`config.mk`:
```
export PLATFORM = sky130hd
export DESIGN_NAME = hazard_stall_controller
export DESIGN_NICKNAME = d
export VERILOG_FILES = /design/src/rtl/hazard_stall_controller.sv
export SDC_FILE = /design/constraint.sdc
export NUM_CORES = 1
export LEC_CHECK = 0
export BUFFER_PORTS_ARGS = -buffer_cell sky130_fd_sc_hd__buf_2
export CORE_UTILIZATION = 40
export DETAILED_ROUTE_END_ITERATION = 12
export PLACE_DENSITY = 0.75
export SYNTH_ARGS = -nofsm -noshare
export SYNTH_HDL_FRONTEND = slang
export SYNTH_SLANG_ARGS = --single-unit
```
`constraint.sdc`:
```
create_clock -name CLOCK -period 6.55 [get_ports CLOCK]
set_clock_uncertainty 0.1 [all_clocks]
set_input_delay 1.31 -clock CLOCK [delete_from_list [all_inputs] [get_ports CLOCK]]
set_output_delay 1.31 -clock CLOCK [all_outputs]
set_load 0.05 [all_outputs]
```
`src/rtl/hazard_stall_controller.sv`:
```
// Load-use / branch / MDU hazard controller with MDU busy-done sequencing.
// Optional macro STALL_STATS_EN adds a saturating stall-cycle counter on stall_count.
module hazard_stall_controller #(
    parameter int unsigned MULT_CYCLES = 4,
    parameter int unsigned DIV_CYCLES  = 32,
    parameter int unsigned CNT_W       = 6
) (
    input  logic        CLOCK,
    input  logic        RESET_N,
    input  logic        MemReadE,
    input  logic        RegWriteE,
    input  logic [4:0]  wb_addrE,
    input  logic        MemtoRegM,
    input  logic [4:0]  wb_addrM,
    input  logic [4:0]  rs_addrD,
    input  logic [4:0]  rt_addrD,
    input  logic        UsesRtD,
    input  logic        BranchD,
    input  logic        BranchTakenD,
    input  logic        MduStartD,
    input  logic        MduDivD,
    input  logic        HiLoReadD,
    output logic        StallF,
    output logic        StallD,
    output logic        FlushD,
    output logic        FlushE,
    output logic        MduBusy,
`ifdef STALL_STATS_EN
    output logic [15:0] stall_count,
`endif
    output logic        MduDone
);

    typedef enum logic [1:0] {
        S_IDLE = 2'd0,
        S_RUN  = 2'd1,
        S_DONE = 2'd2
    } state_t;

    localparam logic [CNT_W-1:0] MULT_LOAD = CNT_W'(MULT_CYCLES - 1);
    localparam logic [CNT_W-1:0] DIV_LOAD  = CNT_W'(DIV_CYCLES - 1);

    state_t           r_state;
    logic [CNT_W-1:0] r_cnt;

    logic w_e_rs, w_e_rt, w_m_rs, w_m_rt;
    logic w_lu_hazard, w_br_hazard, w_mdu_hazard, w_stall;

    // Register $0 is hardwired, so a zero address never creates a dependency.
    assign w_e_rs = (wb_addrE != 5'd0) && (wb_addrE == rs_addrD);
    assign w_e_rt = (wb_addrE != 5'd0) && (wb_addrE == rt_addrD);
    assign w_m_rs = (wb_addrM != 5'd0) && (wb_addrM == rs_addrD);
    assign w_m_rt = (wb_addrM != 5'd0) && (wb_addrM == rt_addrD);

    assign w_lu_hazard  = MemReadE & (w_e_rs | (UsesRtD & w_e_rt));
    assign w_br_hazard  = BranchD & ((RegWriteE & (w_e_rs | w_e_rt)) |
                                     (MemtoRegM & (w_m_rs | w_m_rt)));
    assign w_mdu_hazard = (r_state != S_IDLE) & (MduStartD | HiLoReadD);
    assign w_stall      = RESET_N & (w_lu_hazard | w_br_hazard | w_mdu_hazard);

    assign StallF  = w_stall;
    assign StallD  = w_stall;
    assign FlushE  = w_stall;
    assign FlushD  = RESET_N & BranchTakenD & ~w_stall;
    assign MduBusy = RESET_N & (r_state == S_RUN);
    assign MduDone = RESET_N & (r_state == S_DONE);

    // MDU sequencer: counter runs N-1 down to 0 in RUN, then one DONE cycle.
    always_ff @(posedge CLOCK) begin
        if (!RESET_N) begin
            r_state <= S_IDLE;
            r_cnt   <= '0;
        end else begin
            case (r_state)
                S_IDLE: begin
                    if (MduStartD && !w_stall) begin
                        r_state <= S_RUN;
                        r_cnt   <= MduDivD ? DIV_LOAD : MULT_LOAD;
                    end
                end
                S_RUN: begin
                    if (r_cnt == '0) r_state <= S_DONE;
                    else             r_cnt   <= r_cnt - CNT_W'(1);
                end
                S_DONE:  r_state <= S_IDLE;
                default: r_state <= S_IDLE;
            endcase
        end
    end

`ifdef STALL_STATS_EN
    logic [15:0] r_stall_count;

    always_ff @(posedge CLOCK) begin
        if (!RESET_N)                                  r_stall_count <= '0;
        else if (w_stall && r_stall_count != 16'hFFFF) r_stall_count <= r_stall_count + 16'd1;
    end

    assign stall_count = r_stall_count;
`endif

endmodule

```
[Word level (Yosys, flattened, before mapping)]
Cells that the tools add are included.
Operators by class
  multipliers: 0
  muxes and demuxes: 7
  bitwise gates (word level): 19
  add/subtract/negate cells: 1
  equality and inequality tests: 9
  order comparisons: 0
  reductions and logical operators: 14
  div/mod/pow operators: 0
  shifts and indexed selects: 0
Operator list (count)
  5-bit equality test: 4
  6-bit two-way mux: 2
  6-bit case mux with 2 select lines: 1
  1-bit bitwise AND: 11
  5-bit nonzero test: 2
  1-bit OR: 7
  6-bit logical NOT: 1
  6-bit by 1-bit subtractor with 6-bit output, second input constant: 1
  1-bit logical AND: 5
  5-bit two-way mux: 1
  2-bit two-way mux: 2
  2-bit != test, second input constant: 2
  2-bit case mux with 2 select lines: 1
  2-bit nonzero test: 2
  3-bit AND reduction: 1
  2-bit by 1-bit equality test with 1-bit output, second input constant: 1
  2-bit equality test, second input constant: 1
  2-bit logical NOT: 1
  2-bit by 1-bit != test with 1-bit output, second input constant: 1
  2-bit AND reduction: 1
  1-bit logical NOT: 1
  1-bit NOT: 1
Word-level totals
  output and inout bits: 6
  bits in latches: 0
  flip-flop bits (word level): 8
  logic and storage cells: 52
  memories: 0
  memory bits (read-only): 0
  input bits: 31
  memory bits (writable): 0

[Logic depth before layout (Yosys ltp)]
Gate-level depths: netlist of run 1.
  word-level depth: 13
  gate-level depth with buffers: 9
  gate-level depth less buffers: 8

[Least setup slack after synthesis of run 1]
OpenSTA, ideal clock, no wires.
  path kind: input port to output port
  from: input port wb_addrE[2]
  to: output port StallD
  slack: 1.968 ns
  buffers on the path: 1
  stages: 6
  arrival time: 3.172 ns
  cell sequence: xor2_1 nor4_1 a22oi_1 a2bb2oi_1 a21oi_1 buf_4
On the way
  longest elaborated chain between the ends: 9
  elaborated cells on any way between the ends: 15
  classes of those cells: 2 x eq/ne; 10 x bitwise; 3 x reduce/logical
Ends and longest elaborated chain
  start: declaration: RTL line 12  | input logic [4:0] wb_addrE,
  5-bit equality test (tied with other cells): RTL line 50  | assign w_e_rs = (wb_addrE != 5'd0) && (wb_addrE == rs_addrD);
  1-bit logical AND (on tied branches): RTL line 50, 51
  1-bit OR: RTL line 56  | assign w_br_hazard = BranchD & ((RegWriteE & (w_e_rs | w_e_rt)) |
  1-bit bitwise AND: RTL line 56
  1-bit OR: RTL line 56
  1-bit bitwise AND: RTL line 56
  1-bit OR * (2 in a row): RTL line 59  | assign w_stall = RESET_N & (w_lu_hazard | w_br_hazard | w_mdu_hazard);
  1-bit bitwise AND *: RTL line 59
  end: declaration: RTL line 24  | output logic StallD,
Mark *: on every way between the ends. The rest lies on a longest branch, timed or not.

[Worst setup path after layout of run 1]
  from: input port wb_addrE[1]
  to: output port FlushD
On the way
  longest elaborated chain between the ends: 11
  elaborated cells on any way between the ends: 17
  classes of those cells: 2 x eq/ne; 12 x bitwise; 3 x reduce/logical
Ends and longest elaborated chain
  5-bit equality test (tied with other cells): RTL line 50
  1-bit logical AND (on tied branches): RTL line 50, 51
  1-bit OR: RTL line 56
  1-bit bitwise AND: RTL line 56
  1-bit OR: RTL line 56
  1-bit bitwise AND: RTL line 56
  1-bit OR * (2 in a row): RTL line 59
  1-bit bitwise AND *: RTL line 59
  1-bit NOT *: RTL line 64  | assign FlushD = RESET_N & BranchTakenD & ~w_stall;
  1-bit bitwise AND *: RTL line 64
  end: declaration: RTL line 25  | output logic FlushD,
Marked as above.

==> reports/metrics.yaml, run 1 <==
clock_network:
  cts_tree: "done"
  clock_latency_ns: 0.25
  cts_root_buf: "clkbuf_4"
  cts_made_buffers: 3
  cts_buffer_depth: 2
  clkTransAtPathRegs_ns: 0.05
  holdBufCountCts: 0
  post_cts_buffers: 0
  cts_resized: 0
  cts_sinks: 8
  h-tree-depth: 1
cells_and_area:
  fin_nets: 171
  final_cells: 161
  diodes: 0
  regArea_um2: 160
  mostFrequentLayoutCell: "buf_2"
  layout_common_cells: "36 x buf_2, 10 x xor2_1, 10 x nor2_1, 10 x xnor2_1, 8 x dfxtp_1"
  fillers: 171
  syn2layout_area_growth_pct: 24.6
  multi_input_area_um2: 579
  drive_above_1_share_pct: 29.4
detailed_routing:
  drc: 0
  totalWireLength_um: 2060
  antenna_left: 0
  vias_per_cell: 5.48
  drtIter0Drc: 23
  vias: 882
  dr.pass1.iters: 6
  wl_per_cell_um: 12.8
yosys:
  synth.ff_latch_count: 8
  muxShareOfSynthArea_pct: 0
  synth_top_family_by_area: "compound AO/OA/AOI/OAI gates"
  seq_area_frac_synth_pct: 20.2
  synth-compound-area-share_pct: 24.3
  synth_nets: 135
  synthesis.area_um2: 793
  synthCells: 102
  synth-simple-area-share_pct: 23.5
  synthAdderAreaFrac_pct: 3.15
  avgSynthCellArea_um2: 7.78
  yosysWarnings: 0
  synth-xor-area-share_pct: 22.1
  ys_types: 37
global_route:
  grt_max_degree: 12
  grt_usage_pct: 20.4
  grt_pass1_wl_um: 3160
  globalRouteOverflowTotal: 0
  grt_pass1_vias: 742
  antenna_found_initial: 0
timing:
  layout_setup_ws_ns: 2.23
  period_minus_slack_ns: 4.32
  hold_viol: 0
  max_slew.worst_pin.slew_ns: 0.569
  setup_tns_ns: 0
  rsz0062_at_grt: "no"
  slew_violations: 0
  max_freq_mhz: 232
  slew_headroom_pct: 61.7
  fin_crit_sh_pct: 65.9
  setup_violations: 0
setup_path:
  cpMaxStageDelayCell: "or4_1"
  worstPathMaxFanout: 3
  worst-path-buf-inv: 2
  critPathTopFamily: "simple AND/OR/NAND/NOR gates"
  worstSetupPathType: "input pin to output pin"
  crit_top_cell: "buf_2"
  critPathCaptureType: "output pin"
  arrival_ns: 2.91
  cpPeakStageDelay_ns: 0.51
  critPathLaunchType: "input pin"
  required_ns: 5.14
  path_cells: "buf_2 > or4_1 > o21ai_0 > a2bb2oi_1 > and4_1 > buf_2"
placement:
  pre_cts_ws_ns: 2.24
  hpwl_um: 1650
  placed_cells: 158
  gp_congestion: 0.859
  port_buffers: 36
die:
  die_h_um: 46.5
  core_area_mm2: 0.00178
  num_io_pins: 37
  die_area_mm2: 0.00217
  num_rows: 15
  fp.dieW_um: 46.5
  initial_core_util_pct: 44.5
run_status:
  status: "complete, no violations"
power:
  powerDensity_mw_per_mm2: 194
  vdd_drop_max_mv: 0.0696
  p_leak_nw: 0.446
  finalPower_mw: 0.191
job:
  cap_violations: 0
hold_path:
  hold_path_class: "flip-flop to flip-flop"
final timing paths:
check	start	to	slack [ns]	depth (start not counted)
hold reg to reg	r_cnt[4]	r_cnt[4]	0.40	2
setup reg to reg	r_cnt[0]	r_cnt[5]	4.02	8
setup / recovery	wb_addrE[1]	FlushD	2.23	6
hold / removal	r_cnt[4]	r_cnt[4]	0.40	2
per-layer routing:
layer  track usage, %  vias up  wire (um)
met5                0        -          0
met4             8.82        0         24
met3             2.35        4         87
met2             36.7       32       1110
met1             23.7      405        838
li1                 -      441          -
sequential cells by signal, indices dropped and copies added (netlist names):
signal   cells
r_cnt        6
r_state      2
stage by stage:
stage,util [%],hold WS [ns],instance area [um2]
2_1_floorplan,-,0.372,793
3_3_place_gp,54.2,0.388,966
3_5_place_dp,54.2,0.394,966
4_1_cts,55.4,0.401,988
5_1_grt,55.4,0.426,988
6_report,55.4,0.401,988
report_power, final:
part           internal, mW  switching, mW  leakage, nW
sequential           0.0556        0.00704       0.0659
clock                0.0210         0.0169       0.0138
combinational        0.0359         0.0549        0.367
total                 0.112         0.0789        0.446
layout make-up:
cell class | instances | area share [%]
clock buffers | 3 | 2.28
well taps | 25 | 3.16
multi-input cells | 85 | 58.6
inverters | 4 | 1.52
repair buffers | 36 | 18.2
flip-flops and latches | 8 | 16.2
cell families after synthesis:
| family | after synthesis |
|---|---|
| AO/OA/AOI/OAI | 27 |
| XOR/XNOR | 20 |
| adder cells (fa/ha/maj) | 2 |
| buffers and inverters | 9 |
| flip-flops | 8 |
| AND/OR/NAND/NOR | 36 |
worst register-to-register path: stages, from the launching register on:
cell     delay [ns]
dfxtp_1        0.42
inv_1          0.13
ha_1           0.24
nor2b_1        0.15
a21oi_1        0.37
inv_1          0.08
a41o_1         0.29
or2_0          0.34
o221a_1        0.31
synthesized netlist by cell type:
cell	n	area (um2)
buf_4	3	22.5
o31ai_1	1	7.51
xor2_1	10	87.6
xnor2_1	10	87.6
nor3_1	4	20.0
and3_1	1	6.26
a21oi_1	6	30.0
a2bb2oi_1	1	8.76
nand2_1	6	22.5
a41o_1	1	10.0
or2_0	1	6.26
a21boi_0	1	7.51
nand3_1	3	15.0
a211oi_1	1	7.51
a311oi_1	1	8.76
o21ai_0	5	25.0
nor2b_1	2	12.5
and4_1	1	8.76
nand2b_1	2	12.5
o22ai_1	2	12.5
buf_2	1	5.00
or4_1	1	7.51
nor4_1	2	12.5
a22oi_1	1	7.51
a211oi_2	1	12.5
ha_1	2	25.0
nor2_1	10	37.5
dfxtp_1	8	160
buf_6	1	11.3
inv_1	4	15.0
o221a_1	1	11.3
a21o_1	1	7.51
o311ai_0	3	26.3
and4b_1	1	10.0
nor4b_1	1	8.76
or3_1	1	6.26
o311a_1	1	10.0
(Power assumes the default switching activity.)
==> run 2: changes to the inputs <==
Settings changed: PLACE_DENSITY 0.75 to 0.78.
Clock period 6.55 ns to 3.5 ns, I/O delays scaled along.
==> run 2 against run 1 <==
- via count shrank 1.4%
- global-route usage hardly changed
- non-clock buffer count unchanged
- count of clock-buffer cells in the layout unchanged
- worst setup slack got worse by 1.9 ns
- final area stayed put
- combinational power is 82% higher
- sequential power up 87%
- largest power group unchanged
- sequential share of layout area unchanged
- register-to-register slack got worse by 3.0 ns
- wire length is 6.7% lower
- critical path type unchanged
- cell count did not move
- largest cell class unchanged
==> reports/metrics.yaml, run 2 (synthesis results as in run 1) <==
setup_path:
  worst-path-buf-inv: 2  # unchanged
  crit_top_cell: "buf_2"
  critPathLaunchType: "input pin"
  reg2reg_slack_ns: 1.01  # -3.01 ns
  cpMaxStageDelayCell: "or4_1"
  critPathCaptureType: "output pin"
  required_ns: 2.70  # -2.44 ns
  critPathTopFamily: "simple AND/OR/NAND/NOR gates"
  cpPeakStageDelay_ns: 0.50  # about the same
  worstSetupPathType: "input pin to output pin"
  arrival_ns: 2.35  # -0.56 ns
  worstPathMaxFanout: 3  # unchanged
  path_cells: "buf_2 > or4_1 > o21ai_0 > a2bb2oi_1 > and4_1 > buf_2"
clock_network:
  post_cts_buffers: 0  # unchanged
  holdBufCountCts: 0  # unchanged
  clkTransAtPathRegs_ns: 0.05  # about the same
  h-tree-depth: 1  # unchanged
  cts_made_buffers: 3  # unchanged
  cts_root_buf: "clkbuf_4"
  cts_tree: "done"
  clock_latency_ns: 0.26  # about the same
  cts_sinks: 8  # unchanged
  cts_buffer_depth: 2  # unchanged
  cts_resized: 0  # unchanged
detailed_routing:
  drc: 0  # unchanged
  antenna_left: 0  # unchanged
  totalWireLength_um: 1920  # -6.7%
  dr.pass1.iters: 4  # -2
  vias: 870  # -1.4%
  vias_per_cell: 5.40  # -1.4%
  drtIter0Drc: 11  # -52%
  wl_per_cell_um: 11.9  # -6.7%
global_route:
  antenna_found_initial: 0  # unchanged
  grt_usage_pct: 20.4  # -0.033 points
  grt_pass1_wl_um: 3080  # -2.4%
  grt_pass1_vias: 757  # +2.0%
  grt_max_degree: 12  # unchanged
  globalRouteOverflowTotal: 0  # unchanged
timing:
  setup_tns_ns: 0  # unchanged
  max_freq_mhz: 318
  max_slew.worst_pin.slew_ns: 0.506  # -0.0626 ns
  hold_viol: 0  # unchanged
  slew_headroom_pct: 65.9  # +4.2 points
  rsz0062_at_grt: "no"
  layout_setup_ws_ns: 0.351  # -1.88 ns
  period_minus_slack_ns: 3.15
  slew_violations: 0  # unchanged
  fin_crit_sh_pct: 90.0
  setup_violations: 0  # unchanged
die:
  fp.dieW_um: 46.5  # unchanged
  die_h_um: 46.5  # unchanged
  num_rows: 15  # unchanged
  num_io_pins: 37  # unchanged
  die_area_mm2: 0.00217  # unchanged
  core_area_mm2: 0.00178  # unchanged
  initial_core_util_pct: 44.5  # unchanged
hold_path:
  hold_path_class: "flip-flop to flip-flop"
cells_and_area:
  largest_reg_flops: 6  # unchanged
  layout_common_cells: "36 x buf_2, 10 x xor2_1, 10 x nor2_1, 10 x xnor2_1, 8 x dfxtp_1"
  regArea_um2: 160  # unchanged
  fin_nets: 171  # unchanged
  regMostFlops: "r_cnt"
  design_area_um2: 988  # unchanged
  syn2layout_area_growth_pct: 24.6  # unchanged
  drive_above_1_share_pct: 29.4  # unchanged
  fillers: 180  # +5.3%
  reg_top3: "r_cnt (6), r_state (2)"
  diodes: 0  # unchanged
  mostFrequentLayoutCell: "buf_2"
  multi_input_area_um2: 579  # unchanged
job:
  cap_violations: 0  # unchanged
power:
  p_leak_nw: 0.446  # unchanged
  powerDensity_mw_per_mm2: 358  # +85%
  vdd_drop_max_mv: 0.150  # +120%
placement:
  pre_cts_ws_ns: 0.337  # -1.91 ns
  placed_area_um2: 966  # unchanged
  hpwl_um: 1630  # -1.5%
  gp_congestion: 0.856  # -0.31%
  port_buffers: 36  # unchanged
run_status:
  status: "complete, no violations"
-- run 2: cell counts in the layout (fill, tap and decap cells not counted) --
Identical to the previous run, type by type.
-- run 2: final cells by class --
type	count	area share [%]
Clock buffer	3	2.28
Inverter	4	1.52
Multi-Input combinational cell	85	58.6
Sequential cell	8	16.2
Tap cell	25	3.16
Timing Repair Buffer	36	18.2
-- run 2: tightest hold or removal path, stage by stage, from the launching register on --
cell and delay [ns]:
dfxtp_1 0.30, o311ai_0 0.08, o31ai_1 0.07
-- run 2: report_power, final --
| group | switching, mW | internal, mW | total [mW] |
|---|---|---|---|
| combinational | 0.0985 | 0.0670 | 0.165 |
| clock | 0.0322 | 0.0393 | 0.0715 |
| sequential | 0.0132 | 0.104 | 0.117 |
| total | 0.144 | 0.210 | 0.354 |
-- run 2: path summary, 6_finish.rpt --
kind                             startpoint        to  depth (start not counted)
worst max register to register     r_cnt[0]  r_cnt[5]                          8
worst min-delay path               r_cnt[4]  r_cnt[4]                          2
worst min register to register     r_cnt[4]  r_cnt[4]                          2
worst max-delay path            wb_addrE[1]    FlushD                          6
-- run 2: per-layer routing --
metal	global-route usage, %	vias up	routed length [um]
met4	12.4	0	44
li1	-	442	-
met1	24.1	394	823
met2	33.6	30	960
met3	3.53	4	92
met5	0	-	0
-- run 2: metrics by stage --
| step | utilization [%] | hold WS, ns | instances | power (mW) |
|---|---|---|---|---|
| 2_1_floorplan | - | 0.372 | 102 | 0.242 |
| 6_report | 55.4 | 0.404 | 161 | 0.354 |
| 3_3_place_gp | 54.2 | 0.392 | 158 | 0.281 |
| 5_1_grt | 55.4 | 0.459 | 161 | 0.386 |
| 4_1_cts | 55.4 | 0.407 | 161 | 0.356 |
| 3_5_place_dp | 54.2 | 0.398 | 158 | 0.284 |
